$ cat src/rtl/hazard_tag_pipe_pkg.sv
// Shared definitions for the hazard tag pipeline and the stall detector:
// result-class codes, the (class, A3) tag, opcode/funct constants,
// forwarding-select encodings and the forwarding priority helpers.
package hazard_tag_pipe_pkg;

  typedef enum logic [1:0] {
    RES_NW  = 2'b00,
    RES_ALU = 2'b01,
    RES_DM  = 2'b10,
    RES_PC  = 2'b11
  } res_class_e;

  typedef struct packed {
    res_class_e res;
    logic [4:0] a3;
  } tag_t;

  localparam logic [5:0] OP_RTYPE = 6'h00;
  localparam logic [5:0] OP_J     = 6'h02;
  localparam logic [5:0] OP_JAL   = 6'h03;
  localparam logic [5:0] OP_BEQ   = 6'h04;
  localparam logic [5:0] OP_BNE   = 6'h05;
  localparam logic [5:0] OP_ADDI  = 6'h08;
  localparam logic [5:0] OP_ADDIU = 6'h09;
  localparam logic [5:0] OP_SLTI  = 6'h0A;
  localparam logic [5:0] OP_ANDI  = 6'h0C;
  localparam logic [5:0] OP_ORI   = 6'h0D;
  localparam logic [5:0] OP_LUI   = 6'h0F;
  localparam logic [5:0] OP_LB    = 6'h20;
  localparam logic [5:0] OP_LH    = 6'h21;
  localparam logic [5:0] OP_LW    = 6'h23;
  localparam logic [5:0] OP_LBU   = 6'h24;
  localparam logic [5:0] OP_LHU   = 6'h25;
  localparam logic [5:0] OP_SW    = 6'h2B;

  localparam logic [5:0] FN_JR    = 6'h08;
  localparam logic [5:0] FN_JALR  = 6'h09;
  localparam logic [5:0] FN_MULT  = 6'h18;
  localparam logic [5:0] FN_MULTU = 6'h19;
  localparam logic [5:0] FN_DIV   = 6'h1A;
  localparam logic [5:0] FN_DIVU  = 6'h1B;

  // Forwarding selects; 00 means "no forward" for every consumer stage.
  localparam logic [1:0] FWD_NONE = 2'b00;
  localparam logic [1:0] FWD_E    = 2'b01;
  localparam logic [1:0] FWD_M    = 2'b10;
  localparam logic [1:0] FWD_W    = 2'b11;

  function automatic logic is_muldiv(input logic [31:0] instr);
    return (instr[31:26] == OP_RTYPE) &&
           ((instr[5:0] == FN_MULT) || (instr[5:0] == FN_MULTU) ||
            (instr[5:0] == FN_DIV)  || (instr[5:0] == FN_DIVU));
  endfunction

  // D-stage operand select. The nearest producer decides: if its value is
  // not yet available (ALU/DM in E, DM in M) nothing is forwarded and the
  // stall detector holds D instead of reading a stale older copy.
  function automatic logic [1:0] fwd_d_sel(input logic [4:0] src, input tag_t e,
                                           input tag_t m, input tag_t w);
    logic [1:0] sel;
    sel = FWD_NONE;
    if (src == 5'd0)                            sel = FWD_NONE;
    else if (e.res != RES_NW && e.a3 == src)    sel = (e.res == RES_PC) ? FWD_E : FWD_NONE;
    else if (m.res != RES_NW && m.a3 == src)    sel = (m.res == RES_DM) ? FWD_NONE : FWD_M;
    else if (w.res != RES_NW && w.a3 == src)    sel = FWD_W;
    return sel;
  endfunction

  // E-stage operand select: M if its result is computed, otherwise W.
  function automatic logic [1:0] fwd_e_sel(input logic [4:0] src, input tag_t m,
                                           input tag_t w);
    logic [1:0] sel;
    sel = FWD_NONE;
    if (src == 5'd0)                            sel = FWD_NONE;
    else if (m.res != RES_NW && m.a3 == src)    sel = (m.res == RES_DM) ? FWD_NONE : FWD_M;
    else if (w.res != RES_NW && w.a3 == src)    sel = FWD_W;
    return sel;
  endfunction

endpackage

$ cat src/rtl/hazard_tag_pipe_decode.sv
// Purely combinational decode of a D-stage instruction into its
// (result class, destination register) tag.
module hazard_tag_decode
  import hazard_tag_pipe_pkg::*;
#(
  parameter logic [4:0] RA_REG = 5'd31
) (
  input  logic [31:0] instr_i,
  output tag_t        tag_o
);

  logic [5:0] op;
  logic [5:0] funct;
  logic [4:0] rt;
  logic [4:0] rd;
  res_class_e res_raw;
  logic [4:0] a3_raw;
  logic       unused_fields;

  assign op    = instr_i[31:26];
  assign rt    = instr_i[20:16];
  assign rd    = instr_i[15:11];
  assign funct = instr_i[5:0];
  assign unused_fields = ^{instr_i[25:21], instr_i[10:6]};

  // Class/destination lookup; a zero destination is demoted to NW below.
  always_comb begin
    res_raw = RES_NW;
    a3_raw  = 5'd0;
    case (op)
      OP_RTYPE: begin
        if (funct == FN_JR || is_muldiv(instr_i)) begin
          res_raw = RES_NW;
          a3_raw  = 5'd0;
        end else if (funct == FN_JALR) begin
          res_raw = RES_PC;
          a3_raw  = rd;
        end else begin
          res_raw = RES_ALU;
          a3_raw  = rd;
        end
      end
      OP_ORI, OP_ANDI, OP_ADDIU, OP_ADDI, OP_LUI, OP_SLTI: begin
        res_raw = RES_ALU;
        a3_raw  = rt;
      end
      OP_LW, OP_LH, OP_LB, OP_LBU, OP_LHU: begin
        res_raw = RES_DM;
        a3_raw  = rt;
      end
      OP_JAL: begin
        res_raw = RES_PC;
        a3_raw  = RA_REG;
      end
      OP_SW, OP_BEQ, OP_BNE, OP_J: begin
        res_raw = RES_NW;
        a3_raw  = 5'd0;
      end
      default: begin
        res_raw = RES_NW;
        a3_raw  = 5'd0;
      end
    endcase
  end

  assign tag_o.res = (a3_raw == 5'd0) ? RES_NW : res_raw;
  assign tag_o.a3  = a3_raw;

endmodule

$ cat src/rtl/hazard_tag_pipe.sv
// Producer side of the stall-detection interface: carries the decoded
// (class, A3) tag through E/M/W, bubbles E on stall/flush, and derives the
// forwarding-mux selects. Optional MULDIV_BUSY_EN adds a mult/div busy counter
// and the muldiv_busy port.
module hazard_tag_pipe
  import hazard_tag_pipe_pkg::*;
#(
  parameter logic [4:0] RA_REG   = 5'd31,
  parameter int         BUSY_MUL = 5,
  parameter int         BUSY_DIV = 10
) (
  input  logic        clk,
  input  logic        reset,
  input  logic [31:0] instr_d,
  input  logic        stall,
  input  logic        flush_e,
  output logic [1:0]  res_e,
  output logic [1:0]  res_m,
  output logic [1:0]  res_w,
  output logic [4:0]  A3_e,
  output logic [4:0]  A3_m,
  output logic [4:0]  A3_w,
  output logic [1:0]  fwd_rs_d,
  output logic [1:0]  fwd_rt_d,
  output logic [1:0]  fwd_rs_e,
  output logic [1:0]  fwd_rt_e,
  output logic        fwd_rt_m
`ifdef MULDIV_BUSY_EN
  ,
  output logic        muldiv_busy
`endif
);

  tag_t       tag_dec;
  tag_t       tag_e_q, tag_e_d, tag_m_q, tag_w_q;
  logic [4:0] rs_e_q, rs_e_d, rt_e_q, rt_e_d, rt_m_q;
  logic       bubble;

  hazard_tag_decode #(.RA_REG(RA_REG)) u_decode (
    .instr_i (instr_d),
    .tag_o   (tag_dec)
  );

  // stall and flush_e collapse into one bubble request.
  assign bubble = stall | flush_e;

  // E-stage next state: decoded D tag, or an empty tag on a bubble.
  always_comb begin
    tag_e_d = tag_dec;
    rs_e_d  = instr_d[25:21];
    rt_e_d  = instr_d[20:16];
    if (bubble) begin
      tag_e_d = '{res: RES_NW, a3: 5'd0};
      rs_e_d  = 5'd0;
      rt_e_d  = 5'd0;
    end
  end

  // Tag pipeline registers; M and W always advance.
  always_ff @(posedge clk or posedge reset) begin
    if (reset) begin
      tag_e_q <= '{res: RES_NW, a3: 5'd0};
      tag_m_q <= '{res: RES_NW, a3: 5'd0};
      tag_w_q <= '{res: RES_NW, a3: 5'd0};
      rs_e_q  <= 5'd0;
      rt_e_q  <= 5'd0;
      rt_m_q  <= 5'd0;
    end else begin
      tag_e_q <= tag_e_d;
      rs_e_q  <= rs_e_d;
      rt_e_q  <= rt_e_d;
      tag_m_q <= tag_e_q;
      rt_m_q  <= rt_e_q;
      tag_w_q <= tag_m_q;
    end
  end

  assign res_e = tag_e_q.res;
  assign res_m = tag_m_q.res;
  assign res_w = tag_w_q.res;
  assign A3_e  = tag_e_q.a3;
  assign A3_m  = tag_m_q.a3;
  assign A3_w  = tag_w_q.a3;

  // Forwarding selects from the registered tags.
  always_comb begin
    fwd_rs_d = fwd_d_sel(instr_d[25:21], tag_e_q, tag_m_q, tag_w_q);
    fwd_rt_d = fwd_d_sel(instr_d[20:16], tag_e_q, tag_m_q, tag_w_q);
    fwd_rs_e = fwd_e_sel(rs_e_q, tag_m_q, tag_w_q);
    fwd_rt_e = fwd_e_sel(rt_e_q, tag_m_q, tag_w_q);
    fwd_rt_m = (tag_w_q.res != RES_NW) && (rt_m_q != 5'd0) && (tag_w_q.a3 == rt_m_q);
  end

`ifdef MULDIV_BUSY_EN
  logic [3:0] busy_cnt_q, busy_cnt_d;

  // Reload on an un-bubbled mult/div entering E (div has funct bit 1 set),
  // otherwise count down to zero.
  always_comb begin
    busy_cnt_d = busy_cnt_q;
    if (!bubble && is_muldiv(instr_d))
      busy_cnt_d = instr_d[1] ? 4'(BUSY_DIV) : 4'(BUSY_MUL);
    else if (busy_cnt_q != 4'd0)
      busy_cnt_d = busy_cnt_q - 4'd1;
  end

  // Busy counter register.
  always_ff @(posedge clk or posedge reset) begin
    if (reset) busy_cnt_q <= 4'd0;
    else       busy_cnt_q <= busy_cnt_d;
  end

  assign muldiv_busy = (busy_cnt_q != 4'd0);
`else
  localparam int unused_busy_cycles = BUSY_MUL + BUSY_DIV;
`endif

endmodule

$ cat config.mk
export PLATFORM = sky130hd
export DESIGN_NAME = hazard_tag_pipe
export DESIGN_NICKNAME = d
export VERILOG_FILES = /design/src/rtl/hazard_tag_pipe_pkg.sv /design/src/rtl/hazard_tag_pipe_decode.sv /design/src/rtl/hazard_tag_pipe.sv
export SDC_FILE = /design/constraint.sdc
export NUM_CORES = 1
export LEC_CHECK = 0
export BUFFER_PORTS_ARGS = -buffer_cell sky130_fd_sc_hd__clkbuf_2
export CAP_MARGIN = 20
export CORE_UTILIZATION = 40
export CTS_CLUSTER_DIAMETER = 60
export DETAILED_ROUTE_END_ITERATION = 10
export PLACE_DENSITY_LB_ADDON = 0.3
export SYNTH_ARGS = -nofsm -noshare
export SYNTH_HDL_FRONTEND = slang
export SYNTH_SLANG_ARGS = --single-unit
$ cat constraint.sdc
create_clock -name clk -period 2.4 [get_ports clk]
set_clock_uncertainty 0.2 [all_clocks]
set_input_delay 0.24 -clock clk [delete_from_list [all_inputs] [get_ports clk]]
set_output_delay 0.24 -clock clk [all_outputs]
set_load 0.01 [all_outputs]
==> run summary <==
The power density relative to cell area came out at 477.2 mW/mm^2. After the last flow step, the layout net total stands at 325. The clock buffer count from CTS is 5.

The via count normalized by instance count came out at 5.162. The total length of routed wires is 5.320 mm. After clock tree synthesis, the clock-pin slew on the worst setup and hold paths is 0.07 ns.

The number of instances in the placed design is 347. The time the final worst path needs with I/O delays and setup came out at 2.355 ns. The number of detailed-routing iterations run before antenna repair came out at 4. The total power after layout came out at 1.278 mW. The initial utilization of the core area, before any placement, comes to 41.80%. The die width came out at 75.52 um. Dividing the synthesized area by the synthesized cell count gives 9.567 sq um. The residual overflow from global routing came out at 0. Compared with the post-synthesis result, the final layout area differs by 23.84%.

The standby leakage power is 1.352 nW. The final-report hold violation count came out at 0. The peak supply drop is 0.2039 mV. Once detailed placement completed, the half-perimeter wirelength came to 3.995 mm.

For the pin with the worst max-slew slack, the measured transition is 0.5459 ns. In this run the cell area measured after placement is 0.002515 sq mm. Counting cells, the worst reg-to-reg path comes to 1. The final number of max-transition violations came out at 0. The count of H-tree levels built during CTS is 2.

Entering global routing, the biggest net connects 37 pins. The number of antenna violations at the first check in global routing came out at 0. The number of failing setup endpoints in the final timing report came out at 0. Synthesis produced 226 cells. After detailed routing, the average wire length per cell comes to 14.82 um. The count of placed standard cells in the final layout, fillers left out came out at 359. The endpoint required time on the critical path is 1.96 ns. The worst hold path belongs to the class primary input to flip-flop. The post-synthesis cell area came out at 0.002162 sq mm. Of all nets on the critical path, the largest fanout is 4. The timing-limited maximum frequency came out at 0.4247 GHz.

In this run the core area contains 26 standard-cell rows. Yosys mapped the design onto 40 distinct sky130hd cell types. The flop and latch count out of synthesis is 36. The synthesized netlist net count is 262. The full die area came out at 0.005703 sq mm. The number of sinks driven by the clock tree is 36. Of the synthesized area, sequential elements account for 41.67%. The post-route cell area came out at 0.002678 sq mm. The maximum buffer depth of the clock tree came out at 2.

Yosys printed 0 warnings. The share of the cycle needed by the critical path after routing came out at 98.12%. Setup repair after global routing could not meet its margin everywhere. The number of cells on the worst hold path is 3. The flow ran to the end, and the final reports show no timing, DRC or antenna violations.

The setup path with the least slack is of type flip-flop to output port. The floorplan step defined a core boundary enclosing 0.005172 sq mm. Measured along the y axis, the die boundary spans 75.52 um. The tree is rooted in a sky130_fd_sc_hd__clkbuf_8. The endpoint arrival time on the critical path came out at 1.91 ns. The clock latency of the later-clocked register in the worst-skew pair is 0.29 ns.

The detail route stage leaves a number of antenna-violating nets equal to 0. The worst setup path is launched from a flip-flop. Leaving out fill and tap cells, the most frequent cell in the layout is sky130_fd_sc_hd__clkbuf_2. The wire length of the first global-routing pass came out at 8.031 mm. The number of maximum-capacitance constraint violations is 0. Across all layers, the routed design uses 1853 vias.

The share of the core filled with cells came out at 51.77%. In the layout the commonest cells are 58 x sky130_fd_sc_hd__clkbuf_2, 35 x sky130_fd_sc_hd__xor2_1, 30 x sky130_fd_sc_hd__dfrtp_1. After the first detailed-routing iteration, the DRC count stood at 64. The total routing usage reported by global routing came out at 19.70%. The TritonCTS clock tree is yes.

The worst slew slack as a fraction of its limit came out at 63.47%. The final estimated routing congestion in global placement is 0.7898. The worst hold margin is 0.007696 ns. The share of post-route cells with drive strength above 1 is 32.53%.

The via count of the first global-routing pass was 1757. The count of port buffers added during placement is 60. The number of antenna diodes in the final layout is 0.

For this run, design rule violations remaining after detail routing come to 0. The I/O pin count came out at 66. The nature of the critical path endpoint is an output port.
synth_stat cells, drive strengths merged:
master / count / share of area (%)
nand4: 2 / 0.58
a21oi: 2 / 0.64
o21ai: 14 / 3.2
nor4b: 1 / 0.41
nand3: 8 / 1.9
nor3: 9 / 2.3
clkbuf: 9 / 1.6
xor2: 35 / 14
and3b: 1 / 0.46
o21ba: 1 / 0.46
dfrtp: 36 / 42
or2: 2 / 0.58
o211ai: 1 / 0.35
or4: 3 / 1.0
and2b: 3 / 1.2
o21bai: 2 / 0.69
nand2b: 1 / 0.29
buf: 2 / 0.75
and2: 11 / 3.2
a211oi: 1 / 0.35
or3b: 3 / 1.2
inv: 3 / 0.52
nor3b: 1 / 0.35
nor2: 14 / 2.4
a311o: 2 / 0.93
and3: 2 / 0.58
a31oi: 6 / 2.4
xnor2: 19 / 7.7
nand2: 18 / 3.1
nor4: 12 / 4.1
mux2i: 2 / 0.93
metrics by stage:
step | setup WS [ns] | TNS, ns
floorplan | 0.4828 | 0
global placement | 0.3415 | 0
detailed placement | 0.3310 | 0
CTS | 0.01584 | 0
global route | -0.04058 | -0.07317
finish | 0.04517 | 0
cell families (layout without fill, tap and decap cells):
| family | after synthesis | count (layout) | share of synthesized area [%] |
|---|---|---|---|
| AND/OR/NAND/NOR | 91 | 91 | 23.61 |
| XOR/XNOR | 54 | 54 | 21.87 |
| flip-flops | 36 | 36 | 41.67 |
| AO/OA/AOI/OAI | 29 | 29 | 9.086 |
| buffers and inverters | 14 | 77 | 2.835 |
| multiplexers | 2 | 2 | 0.9260 |
state kept, by name, summed over array words and instances, names as in the netlist:
signal and flops:
A3_e 5, A3_m 5, A3_w 5, res_e 2, res_m 2, res_w 2
rs_e_q 5, rt_e_q 5, rt_m_q 5
where the power goes:
part,internal (mW),switching [mW]
sequential,0.619,0.0175
clock,0.256,0.209
combinational,0.0809,0.0960
worst max-delay path, stage by stage (launching register included):
cell,delay [ns]
sky130_fd_sc_hd__dfrtp_1,0.44
sky130_fd_sc_hd__or4_4,0.54
sky130_fd_sc_hd__nor2_1,0.11
sky130_fd_sc_hd__nor3_1,0.05
sky130_fd_sc_hd__and3_1,0.21
sky130_fd_sc_hd__o21bai_1,0.15
sky130_fd_sc_hd__clkbuf_2,0.13
repair_timing:
item / 4_1_cts / 5_1_grt
hold buffers: 2 / 0
setup endpoints to repair: 0 / 6
hold endpoints to repair: 37 / 0
buffers inserted: 0 / 3
gates resized for setup: 0 / 13
layout make-up:
| cell class | count | area (sq um) |
|---|---|---|
| sequential | 36 | 908.4 |
| timing repair buffer | 67 | 357.8 |
| clock buffer | 7 | 96.34 |
| fill | 486 | 2495 |
| multi-input combinational | 176 | 1216 |
| inverter | 3 | 11.26 |
| tap | 70 | 87.58 |
worst paths after layout:
check	startpoint	end	slack [ns]
max in group asynchronous	reset	A3_m[3]$_DFF_PP0_	1.27
min in group asynchronous	reset	A3_w[2]$_DFF_PP0_	0.38
hold reg to reg	res_m[0]$_DFF_PP0_	res_w[0]$_DFF_PP0_	0.21
hold / removal	instr_d[11]	A3_e[0]$_DFF_PP0_	0.008
setup / recovery	rt_e_q[2]$_DFF_PP0_	fwd_rt_e[1]	0.05
setup reg to reg	rt_e_q[1]$_DFF_PP0_	rt_m_q[1]$_DFF_PP0_	1.53
layer usage:
metal	global-route usage (%)	wire length (um)	vias to the layer above
met5	0	0	-
met4	7.613	81	0
met3	4.630	311	9
met2	33.53	2648	66
met1	24.25	2279	873
li1	-	-	905
Note: power is estimated with default switching activity, not from simulation.
